--- src/rtl/if_fetch_stage.sv ---
// Instruction-fetch stage with its IF/ID pipeline register.
// Holds the fetch PC and keeps at most one request outstanding on an
// SRAM-like instruction bus (req / addr_ok / data_ok). Decode supplies
// branch redirects and delay-slot tags. The exception unit supplies
// flush/redirect. A misaligned fetch PC is reported as an address
// exception and never reaches the bus.
module if_fetch_stage #(
    parameter logic [31:0] RESET_PC = 32'hBFC0_0000,
    parameter logic [31:0] NOP_INST = 32'h0000_0000
) (
    input  logic        clk,
    input  logic        rst,
    input  logic        stall_i,
    input  logic        flush_i,
    input  logic [31:0] flush_pc_i,
    input  logic        branch_flag_i,
    input  logic [31:0] branch_to_addr_i,
    input  logic        next_is_in_delayslot_i,
    output logic        inst_req_o,
    output logic [31:0] inst_addr_o,
    input  logic        inst_addr_ok_i,
    input  logic        inst_data_ok_i,
    input  logic [31:0] inst_rdata_i,
    output logic [31:0] pc_o,
    output logic [31:0] inst_o,
    output logic        is_in_delayslot_o,
    output logic        addr_exception_o,
    output logic        valid_o
);

    typedef enum logic [1:0] {
        S_REQ,      // presenting fetch_pc on the bus
        S_WAIT,     // address accepted, waiting for data
        S_HOLD,     // data captured while decode was stalled
        S_DISCARD   // flushed while a response is outstanding: drop it
    } state_e;

    state_e      state_q, state_d;
    logic [31:0] fetch_pc_q, fetch_pc_d;
    logic        redir_pending_q, redir_pending_d;
    logic [31:0] redir_target_q, redir_target_d;
    logic        ds_pending_q, ds_pending_d;
    logic [31:0] hold_inst_q, hold_inst_d;

    // IF/ID register
    logic [31:0] pc_q, pc_d;
    logic [31:0] inst_q, inst_d;
    logic        ds_q, ds_d;
    logic        exc_q, exc_d;
    logic        valid_q, valid_d;

    logic        misaligned;
    logic        deliver;
    logic        deliver_exc;
    logic [31:0] deliver_inst;

    assign misaligned  = (fetch_pc_q[1:0] != 2'b00);
    assign inst_req_o  = rst && (state_q == S_REQ) && !misaligned;
    assign inst_addr_o = fetch_pc_q;

    assign pc_o              = pc_q;
    assign inst_o            = inst_q;
    assign is_in_delayslot_o = ds_q;
    assign addr_exception_o  = exc_q;
    assign valid_o           = valid_q;

    // Next-state logic: bus FSM, fetch PC selection and IF/ID load.
    always_comb begin
        // NOTE: every variable gets a default here so no path can infer a latch.
        state_d         = state_q;
        fetch_pc_d      = fetch_pc_q;
        redir_pending_d = redir_pending_q;
        redir_target_d  = redir_target_q;
        ds_pending_d    = ds_pending_q;
        hold_inst_d     = hold_inst_q;
        pc_d            = pc_q;
        inst_d          = inst_q;
        ds_d            = ds_q;
        exc_d           = exc_q;
        valid_d         = valid_q;
        deliver         = 1'b0;
        deliver_exc     = 1'b0;
        deliver_inst    = NOP_INST;

        // Bus handshake. data_ok counts only in WAIT and DISCARD. A stale
        // response seen in REQ or HOLD is ignored.
        case (state_q)
            S_REQ: begin
                if (misaligned) begin
                    if (!stall_i) begin
                        deliver     = 1'b1;
                        deliver_exc = 1'b1;
                    end
                end else if (inst_addr_ok_i) begin
                    state_d = S_WAIT;
                end
            end
            S_WAIT: begin
                if (inst_data_ok_i) begin
                    if (!stall_i) begin
                        deliver      = 1'b1;
                        deliver_inst = inst_rdata_i;
                        state_d      = S_REQ;
                    end else begin
                        hold_inst_d = inst_rdata_i;
                        state_d     = S_HOLD;
                    end
                end
            end
            S_HOLD: begin
                if (!stall_i) begin
                    deliver      = 1'b1;
                    deliver_inst = hold_inst_q;
                    state_d      = S_REQ;
                end
            end
            S_DISCARD: begin
                if (inst_data_ok_i) begin
                    state_d = S_REQ;
                end
            end
            default: state_d = S_REQ;
        endcase

        // IF/ID advances only when decode consumes. The branch currently in
        // ID picks the PC that follows the delivered instruction. If nothing
        // is delivered, a consumed branch is remembered for the next delivery.
        if (!stall_i) begin
            if (deliver) begin
                pc_d    = fetch_pc_q;
                inst_d  = deliver_inst;
                ds_d    = (valid_q && next_is_in_delayslot_i) || ds_pending_q;
                exc_d   = deliver_exc;
                valid_d = 1'b1;
                if (valid_q && branch_flag_i) begin
                    fetch_pc_d = branch_to_addr_i;
                end else if (redir_pending_q) begin
                    fetch_pc_d = redir_target_q;
                end else begin
                    fetch_pc_d = fetch_pc_q + 32'd4;
                end
                redir_pending_d = 1'b0;
                ds_pending_d    = 1'b0;
            end else begin
                inst_d  = NOP_INST;
                ds_d    = 1'b0;
                exc_d   = 1'b0;
                valid_d = 1'b0;
                if (valid_q) begin
                    if (branch_flag_i) begin
                        redir_pending_d = 1'b1;
                        redir_target_d  = branch_to_addr_i;
                    end
                    if (next_is_in_delayslot_i) begin
                        ds_pending_d = 1'b1;
                    end
                end
            end
        end

        // A flush overrides everything above. A response that is already
        // promised by the bus must still be drained, which is the job of
        // DISCARD.
        if (flush_i) begin
            fetch_pc_d      = flush_pc_i;
            redir_pending_d = 1'b0;
            ds_pending_d    = 1'b0;
            pc_d            = pc_q;
            inst_d          = NOP_INST;
            ds_d            = 1'b0;
            exc_d           = 1'b0;
            valid_d         = 1'b0;
            case (state_q)
                S_REQ:     state_d = (!misaligned && inst_addr_ok_i) ? S_DISCARD : S_REQ;
                S_WAIT:    state_d = inst_data_ok_i ? S_REQ : S_DISCARD;
                S_HOLD:    state_d = S_REQ;
                S_DISCARD: state_d = inst_data_ok_i ? S_REQ : S_DISCARD;
                default:   state_d = S_REQ;
            endcase
        end
    end

    // Control state and IF/ID register, synchronous active-low reset.
    always_ff @(posedge clk) begin
        // NOTE: sequential state uses non-blocking assignments so every register samples pre-edge values.
        if (!rst) begin
            state_q         <= S_REQ;
            fetch_pc_q      <= RESET_PC;
            redir_pending_q <= 1'b0;
            ds_pending_q    <= 1'b0;
            pc_q            <= 32'h0000_0000;
            inst_q          <= NOP_INST;
            ds_q            <= 1'b0;
            exc_q           <= 1'b0;
            valid_q         <= 1'b0;
        end else begin
            state_q         <= state_d;
            fetch_pc_q      <= fetch_pc_d;
            redir_pending_q <= redir_pending_d;
            ds_pending_q    <= ds_pending_d;
            pc_q            <= pc_d;
            inst_q          <= inst_d;
            ds_q            <= ds_d;
            exc_q           <= exc_d;
            valid_q         <= valid_d;
        end
    end

    // Data-only registers: hold buffer and pending redirect target.
    always_ff @(posedge clk) begin
        // NOTE: no reset here; these are read only when HOLD or redir_pending_q qualifies them.
        hold_inst_q    <= hold_inst_d;
        redir_target_q <= redir_target_d;
    end

endmodule

--- config.mk ---
export PLATFORM = sky130hd
export DESIGN_NAME = if_fetch_stage
export DESIGN_NICKNAME = d
export VERILOG_FILES = /design/src/rtl/if_fetch_stage.sv
export SDC_FILE = /design/constraint.sdc
export NUM_CORES = 1
export LEC_CHECK = 0
export ABC_AREA = 1
export CORE_MARGIN = 1.5
export CORE_UTILIZATION = 45
export DETAILED_ROUTE_END_ITERATION = 6
export MAX_ROUTING_LAYER = met4
export PLACE_DENSITY = 0.81
export RECOVER_POWER = 50
export SYNTH_ARGS = -nofsm -noshare
export SYNTH_HDL_FRONTEND = slang
export SYNTH_SLANG_ARGS = --single-unit
--- constraint.sdc ---
create_clock -name clk -period 2.9 [get_ports clk]
set_input_delay 0.29 -clock clk [delete_from_list [all_inputs] [get_ports clk]]
set_output_delay 0.29 -clock clk [all_outputs]
set_load 0.03 [all_outputs]
==> summary.md, run 1 <==
| Metric | Value |
|---|---|
| Outcome | `completed` |
| Largest stage delay, worst path | `approximately 0.4 ns` |
| Commonest cells post-synth | `nand2_1 (279), nor2_1 (154), dfxtp_1 (103)` |
| Post-route DRC | `0` |
| Final std cells w/o fill | `roughly 1.4k` |
| Tightest Pin Transition | `just over 0.8 ns` |
| Vias in the first global route | `approximately 7.2k` |
| Post-place instance area | `just over 0.01 mm2` |
| Post-Syn Instances | `between 1k and 1.5k` |
| Simple-gate share of the synthesized area | `about 26%` |
| Worst setup SP type | `register` |
| Footprint of the multi-input gates | `between 0.003 and 0.004 mm2` |
| CTS buffer count | `17` |
| Postcts setup bufs | `0` |
| Hold Crit Start | `inst_o[25]` |
| Max_cap viols | `0` |
| Dpl hpwl | `17.7 mm` |
| P per Cell Area | `651 mW/mm2` |
| Root Driver | `clkbuf_16` |
| Maximum clock rate | `just under 400 MHz` |
| Post-route cell area | `around 0.011 mm2` |
| Fill cells | `about 1.6k` |
| Vias/cell | `5.35` |
| Die width | `about 140 um` |
| Die area | `approximately 0.018 mm2` |
| Seq/Total Area, Yosys | `about half` |
| Core Area | `0.0173 mm2` |
| Syn. warnings | `0` |
| Number of nets in the layout | `around 1.3k` |
| Final WS setup | `around 0.37 ns` |
| Leading register cell type out of synthesis | `dfxtp_1` |
| R2R depth | `10` |
| Post-synthesis compound-gate area fraction | `about 16%` |
| Fin. max-slew vios | `0` |
| Crit Path Max Fanout | `35` |
| GR met3 Demand/Resource | `around 7.2%` |
| Die Ht | `between 100 and 150 um` |
| Initial Util | `a little under half` |
| Area grow syn2layout | `35.0%` |
| Setup violators final | `0` |
| Placed cells | `1410` |
| DRT antenna net count | `0` |
| Setup Skew | `just under 0.01 ns` |
| Crit path max-delay cell type | `ha_2` |
| Num rows | `between 40 and 50` |
| Largest family of logic cells by synthesized area | `simple AND/OR/NAND/NOR gates` |
| Xor and xnor area share after synthesis | `less than 1%` |
| Worst r2r dst | `inst_addr_o[2]` |
| Total Wirelength | `24.7 mm` |
| Asr flop ratio synth | `0%` |
| Mapped cell area | `roughly 0.0079 mm2` |
| Min Tclk post-route | `approximately 2.5 ns` |
| Final TNS setup | `0 ns` |
| Crit Path Class | `reg -> reg` |
| Remaining Overflow, GRT | `0` |
| Most frequent cell after synthesis | `nand2_1` |
| FF-to-FF setup slack | `around 0.37 ns` |
| Vias | `roughly 7.7k` |
| Grt met1 use | `approximately a third` |
| Htree depth | `4` |
| Synthesized flop and latch total | `about 170` |
| Worst-Skew Late Latency | `around 0.44 ns` |
| Worst Hold Class | `reg -> reg` |
| Pin count of the biggest net entering global routing | `between 40 and 50` |
| Peak VDD IR | `between 0.4 and 0.5 mV` |
| Relative slew slack | `44.7%` |
| Synth top area cells | `dfxtp_1 (26%), edfxtp_1 (24%), nand2_1 (13%)` |
| Hold Fails Final Rpt | `0` |
| CP bufs+invs | `2` |
| Worst Setup SP | `state_q[1]` |
| Yosys top cell by area | `dfxtp_1` |
| Placer's final routability congestion estimate | `just under 1` |
| DR iter-0 viols | `~630` |
| Number of buffers inserted by port buffering | `around 200` |
| Distinct cell type count after synthesis | `39` |
| Met2 Usage GRT | `between 40 and 50%` |
| Syn nets | `1134` |
| Crit end category | `register` |
| P_leak | `4.30 nW` |
| First-pass GRT wire length | `approximately 38 mm` |
| Syn_area_per_cell | `roughly 7.8 um2` |
| Number of stages on the worst hold path | `2` |
| Worst Path Arrival | `roughly 2.8 ns` |
| Final Util | `between 60% and 70%` |
| Worst EP required | `about 3.2 ns` |
| Post-place setup slack | `0.228 ns` |
| Worst path cell trace | `inv_1, ha_2, nand2_1, o21a_1, o21ai_2, nand2_4, nand2_2, inv_2, o21ai_0, a21oi_1` |
| WL/cell | `about 17 um` |
| RSZ-0062 raised after global routing | `no` |
| Hold EP | `inst_o[25]` |
| Share of layout cells above drive strength 1 | `between 5 and 6%` |
| Pre-antenna DRT Iters | `6` |
| Post-synth top area share | `roughly a quarter` |
| GR peak layer | `met2` |
| Initial antenna violation count | `4` |
| Critical R2R Launch | `state_q[1]` |
| TritonCTS clock tree | `built` |
| Clock Sinks | `167` |
| GRT Total Usage | `~28%` |
| Clock-pin slew on the worst setup and hold paths | `about 0.07 ns` |
| Delay-heaviest family, CP | `simple AND/OR/NAND/NOR gates` |
| Longest Clk Path Bufs | `2` |
| Period utilisation layout | `87.1%` |
| Mux cell area share after synthesis | `less than 1%` |
| Number of enable flip-flop cells after synthesis | `64` |
| FF+latch area | `0.00398 mm2` |
| IO Pins | `between 200 and 250` |
| Adder-Cell Fraction of Synth Area | `less than 1%` |
-- worst max-delay path by stage --
stage                        end  cells past startpoint
6_report          inst_addr_o[2]                     10
5_1_grt          inst_addr_o[30]                     10
4_1_cts           inst_addr_o[2]                     10
3_5_place_dp      inst_addr_o[2]                     10
3_3_place_gp      inst_addr_o[2]                     10
2_1_floorplan  redir_target_q[0]                     10
-- registers in the layout, indices dropped and copies added, names as in the netlist, 2 cells and up --
name	count
inst_addr_o	32
state_q	2
hold_inst_q	32
pc_o	32
inst_o	32
redir_target_q	32
-- through the flow --
stage | hold WS [ns] | power, mW
after CTS | 0.422 | 7.08
final | 0.460 | 6.99
after detailed placement | 0.454 | 4.87
after floorplan | 0.389 | 4.09
after global routing | 0.476 | 7.30
after global placement | 0.453 | 4.83
-- tightest hold or removal path: cells and delay by family, from the launching register on --
family	cells	cell delay (ns)
compound gates	1	0.05
flops	1	0.31
simple gates	1	0.06
-- cell families after synthesis --
logic type / count (synthesis)
AOI/OAI and AO/OA: 213
xor gates and xnor gates: 6
adders and majority gates: 6
buffers and inverters: 121
DFF: 167
muxes: 1
and+or+nand+nor: 510
-- report_power, final --
part           switching, mW  internal (mW)
combinational           1.21          0.710
clock                   1.07           1.15
sequential             0.205           2.64
total                   2.48           4.50
-- cells in the final DEF, fill, tap and decap left out, types with 32 or more instances in the layout --
master             n
a21oi_1           99
a32o_1            32
clkdlybuf4s50_1   59
dfxtp_1          103
dlygate4sd3_1    143
edfxtp_1          64
inv_1             53
nand2_1          279
nand3_1           61
nor2_1           152
o21ai_0           57
-- per-layer routing --
metal  share of wire [%]  vias up
met1                  39     3508
met5                   0        -
li1                    -     3799
met3                 9.7       56
met4                 3.3        0
met2                  48      374
-- layout make-up --
class / count / area share [%]
antenna: 4 / 0.0933
tap: 225 / 2.62
sequential: 167 / 37.1
clock buffer: 17 / 3.97
clock inverter: 15 / 1.41
inverter: 60 / 2.10
timing repair buffer: 222 / 20.5
multi-input combinational: 736 / 32.2
-- timing repair --
action / in CTS / in global routing
endpoints found under the setup margin: 0 / 9
resized for setup: 0 / 1
hold buffers: 0 / 0
endpoints found under the hold margin: 0 / 0
Power figures use the tool's default switching activity.
==> inputs of run 2 (changes only) <==
--- a/config.mk
+++ b/config.mk
@@ -8,6 +8,7 @@
 export ABC_AREA = 1
 export CORE_MARGIN = 1.5
 export CORE_UTILIZATION = 45
+export CTS_CLUSTER_SIZE = 16
 export DETAILED_ROUTE_END_ITERATION = 6
 export MAX_ROUTING_LAYER = met4
 export PLACE_DENSITY = 0.81
==> constraint.sdc (replaced) <==
create_clock -name clk -period 2.1 [get_ports clk]
set_input_delay 0.21 -clock clk [delete_from_list [all_inputs] [get_ports clk]]
set_output_delay 0.21 -clock clk [all_outputs]
set_load 0.03 [all_outputs]
==> run 2 against run 1 <==
Setup slack got worse by 0.27 ns. Hold slack worse by 0.053 ns. Critical path depth decreased by 8. First-iteration DRC count down 9.3%. Global-route usage increased by 0.59 points. Combinational power rose by 50%. Clock skew rose by 0.0030 ns. Via count up 3.5%. Sequential power rose by 38%. Critical endpoint is now inst_addr_o[25]. Register-to-register slack worse by 0.19 ns. Largest cell class unchanged. Clock power grew 46%. Core utilization rose by 1.8 points.
==> summary.md, run 2 (synthesized netlist as in run 1, its figures left out) <==
| Metric | Value |
|---|---|
| Worst r2r dst | `inst_addr_o[16]` |
| Die area | `0.0185 mm2 (unchanged)` |
| Dpl hpwl | `18.4 mm (+3.6%)` |
| Tightest Pin Transition | `0.859 ns (+0.0294 ns)` |
| Max_cap viols | `0 (unchanged)` |
| Most frequent cells in the layout | `nand2_1 (278), nor2_1 (152), dlygate4sd3_1 (128)` |
| Clock-pin slew on the worst setup and hold paths | `0.07 ns (about the same)` |
| Core Area | `0.0173 mm2 (unchanged)` |
| Post-route cell area | `0.0110 mm2 (+2.9%)` |
| Worst Path Arrival | `1.79 ns (-1.03 ns)` |
| DRT antenna net count | `0 (unchanged)` |
| Peak VDD IR | `0.677 mV (+46%)` |
| Placer's final routability congestion estimate | `0.976 (about the same)` |
| Post-route DRC | `0 (unchanged)` |
| Power, Total | `10.0 mW (+44%)` |
| Initial antenna violation count | `7 (+3)` |
| Worst EP required | `1.89 ns (-1.31 ns)` |
| Htree depth | `4 (unchanged)` |
| Post-place setup slack | `0.0290 ns (-0.198 ns)` |
| Num rows | `48 (unchanged)` |
| Fill cells | `1483 (-4.6%)` |
| First-pass GRT wire length | `39.2 mm (+2.9%)` |
| Setup violators final | `0 (unchanged)` |
| R2R depth | `11 (+1)` |
| Fin. max-slew vios | `0 (unchanged)` |
| Initial Util | `46.0% (unchanged)` |
| RSZ-0062 raised after global routing | `no` |
| Remaining Overflow, GRT | `0 (unchanged)` |
| Clock Sinks | `167 (unchanged)` |
| TritonCTS clock tree | `built` |
| Worst setup SP type | `register` |
| FF+latch area | `0.00399 mm2 (+0.13%)` |
| Total Wirelength | `25.5 mm (+3.2%)` |
| Die width | `136 um (unchanged)` |
| Crit Path Max Fanout | `6 (-83%)` |
| Worst-Skew Late Latency | `0.43 ns (about the same)` |
| P per Cell Area | `910 mW/mm2 (+40%)` |
| Critical R2R Launch | `inst_addr_o[2]` |
| Relative slew slack | `42.7% (-2.0 points)` |
| Postcts setup bufs | `0 (unchanged)` |
| WL/cell | `17.3 um (+1.3%)` |
| Period utilisation layout | `between 90% and 100%` |
| Die Ht | `136 um (unchanged)` |
| FF-to-FF setup slack | `0.18 ns (-0.19 ns)` |
| Final TNS setup | `0 ns (unchanged)` |
| CTS buffer count | `17 (unchanged)` |
| Pre-antenna DRT Iters | `6 (unchanged)` |
| Final std cells w/o fill | `1474 (+1.9%)` |
| IO Pins | `204 (unchanged)` |
| Number of nets in the layout | `1339 (+1.9%)` |
| Root Driver | `clkbuf_16` |
| Final WS setup | `0.0997 ns (-0.274 ns)` |
| Vias | `8008 (+3.5%)` |
| Worst Setup EP | `inst_addr_o[25]` |
| Crit end category | `output port` |
| Vias/cell | `5.43 (+1.5%)` |
| Setup Skew | `0.0127 ns (+0.00301 ns)` |
| Number of buffers inserted by port buffering | `203 (unchanged)` |
| DR iter-0 viols | `568 (-9.3%)` |
| Outcome | `completed` |
| Worst Setup SP | `inst_addr_o[25]` |
| GRT Total Usage | `28.4% (+0.59 points)` |
| Worst Hold Class | `in -> reg` |
| P_leak | `4.44 nW (+3.2%)` |
| Area grow syn2layout | `38.8%` |
| Pin count of the biggest net entering global routing | `44 (-6.4%)` |
| Share of layout cells above drive strength 1 | `8.13% (+2.5 points)` |
| Post-place instance area | `0.0104 mm2 (+2.7%)` |
| Footprint of the multi-input gates | `0.00349 mm2 (+0.87%)` |
| Hold Fails Final Rpt | `0 (unchanged)` |
| Most common cell after layout, fill and taps aside | `nand2_1` |
| Vias in the first global route | `7537 (+4.3%)` |
| Min Tclk post-route | `about 2 ns` |
| Longest Clk Path Bufs | `2 (unchanged)` |
| Hold_buf cts | `0 (unchanged)` |
| Placed cells | `1435 (+1.8%)` |
| Crit Path Class | `reg -> out` |
| Maximum clock rate | `between 400 and 500 MHz` |
run 2: metal layers:
| layer | track usage [%] | part of all wire (%) | up-vias |
|---|---|---|---|
| met5 | - | 0 | - |
| met4 | 11.0 | 3.1 | 0 |
| met3 | 7.35 | 9.7 | 57 |
| met2 | 46.8 | 49 | 421 |
| met1 | 33.4 | 38 | 3681 |
| li1 | - | - | 3849 |
run 2: worst min-delay path by stage:
stage	startpoint	endpoint	slack (ns)	depth (start not counted)
after floorplan	inst_rdata_i[0]	hold_inst_q[0]	0.31	0
after global placement	inst_o[23]	inst_o[23]	0.45	2
after detailed placement	inst_o[25]	inst_o[25]	0.46	2
after CTS	branch_to_addr_i[19]	redir_target_q[19]	0.35	1
after global routing	flush_pc_i[14]	inst_addr_o[14]	0.42	3
final	flush_pc_i[14]	inst_addr_o[14]	0.41	3
run 2: stage by stage:
stage	util, %	hold slack (ns)
4_1_cts	63.8	0.354
3_3_place_gp	60.2	0.452
2_1_floorplan	-	0.309
3_5_place_dp	60.2	0.457
6_report	63.8	0.408
5_1_grt	63.8	0.418
run 2: worst max-delay path, cell delays in order, from the launching register on:
cell             delay [ns]
dfxtp_1                0.51
buf_4                  0.19
clkdlybuf4s50_1        0.66
run 2: where the power goes:
group	internal, mW	switching (mW)
Sequential	3.66	0.257
Clock	1.92	1.33
Combinational	1.10	1.78
Total	6.68	3.37
run 2: area by class of cell:
cell class / count / share of cell area [%]
sequential: 167 / 36.1
multi-input combinational: 736 / 31.6
timing repair buffer: 247 / 21.9
clock buffer: 19 / 4.01
tap: 225 / 2.55
inverter: 60 / 2.09
clock inverter: 13 / 1.53
antenna: 7 / 0.159
run 2: timing repair:
action	4_1_cts	5_1_grt
resized for setup	0	4
setup endpoints to repair	0	27
hold endpoints to repair	0	0
==> inputs of run 3 (changes only) <==
--- a/config.mk
+++ b/config.mk
@@ -8,11 +8,13 @@
 export ABC_AREA = 1
 export CORE_MARGIN = 1.5
 export CORE_UTILIZATION = 45
+export CTS_BUF_LIST = sky130_fd_sc_hd__clkbuf_16
 export CTS_CLUSTER_SIZE = 16
 export DETAILED_ROUTE_END_ITERATION = 6
 export MAX_ROUTING_LAYER = met4
 export PLACE_DENSITY = 0.81
 export RECOVER_POWER = 50
+export SLEW_MARGIN = 5
 export SYNTH_ARGS = -nofsm -noshare
 export SYNTH_HDL_FRONTEND = slang
 export SYNTH_SLANG_ARGS = --single-unit
==> run 3 against run 2 <==
First-iteration DRC count shrank 5.6%. Critical path type unchanged. Die area unchanged. Count of clock-buffer cells in the layout down 2. Wire length decreased by 0.27%. Hold slack got worse by 0.00072 ns.
==> summary.md, run 3 (synthesized netlist as in run 1, its figures left out) <==
| Metric | Value |
|---|---|
| Outcome | `completed` |
| First-pass GRT wire length | `39.3 mm (+0.18%)` |
| Post-route cell area | `0.0110 mm2 (about the same)` |
| Tightest Pin Transition | `0.847 ns (-0.0125 ns)` |
| Crit Path Class | `reg -> out` |
| Worst EP required | `1.89 ns (about the same)` |
| Remaining Overflow, GRT | `0 (unchanged)` |
| Most common cell after layout, fill and taps aside | `nand2_1` |
| Placed cells | `1435 (unchanged)` |
| P per Cell Area | `907 mW/mm2 (-0.40%)` |
| Clock Sinks | `167 (unchanged)` |
| DRT antenna net count | `0 (unchanged)` |
| GRT Total Usage | `28.4% (about the same)` |
| Placer's final routability congestion estimate | `0.976 (unchanged)` |
| Longest Clk Path Bufs | `2 (unchanged)` |
| Die width | `136 um (unchanged)` |
| Power, Total | `10.0 mW (-0.49%)` |
| Maximum clock rate | `504 MHz (+0.75%)` |
| Hold_buf cts | `0 (unchanged)` |
| DR iter-0 viols | `536 (-5.6%)` |
| Htree depth | `4 (unchanged)` |
| CTS-repair resized insts | `0 (unchanged)` |
| Area grow syn2layout | `38.7% (about the same)` |
| Largest stage delay, worst path | `0.66 ns (about the same)` |
| Most frequent cells in the layout | `nand2_1 (278), nor2_1 (152), dlygate4sd3_1 (128)` |
| Period utilisation layout | `94.5% (-0.71 points)` |
| Worst path cell trace | `buf_4, clkdlybuf4s50_1` |
| Fill cells | `1485 (+0.13%)` |
| Fin. max-slew vios | `0 (unchanged)` |
| Initial antenna violation count | `7 (unchanged)` |
| Worst-Skew Late Latency | `0.43 ns (about the same)` |
| Vias | `8004 (-0.050%)` |
| Initial Util | `46.0% (unchanged)` |
| Relative slew slack | `43.5% (+0.83 points)` |
| Crit end category | `output port` |
| Die area | `0.0185 mm2 (unchanged)` |
| Num rows | `48 (unchanged)` |
| Root Driver | `clkbuf_16` |
| Crit Path Max Fanout | `6 (unchanged)` |
| Min Tclk post-route | `1.99 ns (-0.0148 ns)` |
| Post-place instance area | `0.0104 mm2 (unchanged)` |
| Crit path max-delay cell type | `clkdlybuf4s50_1` |
| Postcts setup bufs | `0 (unchanged)` |
| Clock-pin slew on the worst setup and hold paths | `0.06 ns (about the same)` |
| Worst setup SP type | `register` |
| FF+latch area | `0.00399 mm2 (unchanged)` |
| Vias/cell | `5.43 (about the same)` |
| Total Wirelength | `25.4 mm (-0.27%)` |
| Max_cap viols | `0 (unchanged)` |
| Setup Skew | `0.0145 ns (+0.00176 ns)` |
| Number of buffers inserted by port buffering | `203 (unchanged)` |
| WL/cell | `17.3 um (-0.27%)` |
| Core Area | `0.0173 mm2 (unchanged)` |
| Delay-heaviest family, CP | `buffers and inverters` |
| Final std cells w/o fill | `1474 (unchanged)` |
| Peak VDD IR | `0.679 mV (+0.17%)` |
| Setup violators final | `0 (unchanged)` |
| Hold Fails Final Rpt | `0 (unchanged)` |
| RSZ-0062 raised after global routing | `no` |
| CTS buffer count | `17 (unchanged)` |
| CP bufs+invs | `2 (unchanged)` |
| P_leak | `4.44 nW (about the same)` |
| Share of layout cells above drive strength 1 | `8.05% (-0.081 points)` |
| Worst Path Arrival | `1.78 ns (about the same)` |
| IO Pins | `204 (unchanged)` |
| Number of nets in the layout | `1339 (unchanged)` |
| Footprint of the multi-input gates | `0.00349 mm2 (unchanged)` |
| Post-route DRC | `0 (unchanged)` |
| Worst Hold Class | `in -> reg` |
| TritonCTS clock tree | `built` |
| Die Ht | `136 um (unchanged)` |
| Dpl hpwl | `18.4 mm (unchanged)` |
| Vias in the first global route | `7541 (+0.053%)` |
| Pin count of the biggest net entering global routing | `44 (unchanged)` |
| Pre-antenna DRT Iters | `7 (+1)` |
[run 3: where the power goes]
part / leakage (nW) / internal [mW] / switching (mW)
clock: 0.297 / 1.88 / 1.33
combinational: 2.72 / 1.10 / 1.77
sequential: 1.42 / 3.66 / 0.256
total: 4.44 / 6.64 / 3.36
[run 3: cell type report]
class                   instances  area share, %
inverters                      60           2.09
diodes                          7          0.159
clock buffers                  17           3.86
clock inverters                15           1.60
well taps                     225           2.55
repair buffers                247           21.9
flip-flops and latches        167           36.2
multi-input cells             736           31.6
[run 3: stage by stage]
step | hold slack [ns] | setup TNS (ns) | utilization, % | setup slack (ns)
after CTS | 0.354 | 0 | 63.7 | 0.0737
after global routing | 0.418 | 0 | 63.8 | 0.0135
after global placement | 0.452 | 0 | 60.2 | 0.0623
final | 0.407 | 0 | 63.8 | 0.115
after detailed placement | 0.457 | 0 | 60.2 | 0.0290
after floorplan | 0.309 | -0.179 | - | -0.00561
[run 3: path summary, 6_finish.rpt]
check	startpoint	endpoint	slack, ns	cells after the start
hold / removal	flush_pc_i[14]	inst_addr_o[14]	0.41	3
hold reg to reg	inst_o[25]	inst_o[25]	0.46	2
setup / recovery	inst_addr_o[25]	inst_addr_o[25]	0.11	2
setup reg to reg	inst_addr_o[2]	inst_addr_o[16]	0.18	11
[run 3: routing by layer]
metal | vias to the layer above | share of wire, % | track usage (%)
met1 | 3681 | 38 | 33.5
li1 | 3858 | - | -
met2 | 411 | 49 | 46.7
met3 | 54 | 9.3 | 7.31
met4 | 0 | 3.0 | 11.0
met5 | - | 0 | -
[run 3: worst register-to-register path, stage by stage (launching register included)]
cell and delay [ns]:
dfxtp_2 0.39, ha_2 0.25, nand3_1 0.18, nor2_1 0.27, buf_4 0.19, nand3_1 0.06, nand2_1 0.07, nand3_1 0.10
nand2_1 0.09, nand3_1 0.06, nand2_1 0.07, a21oi_1 0.06
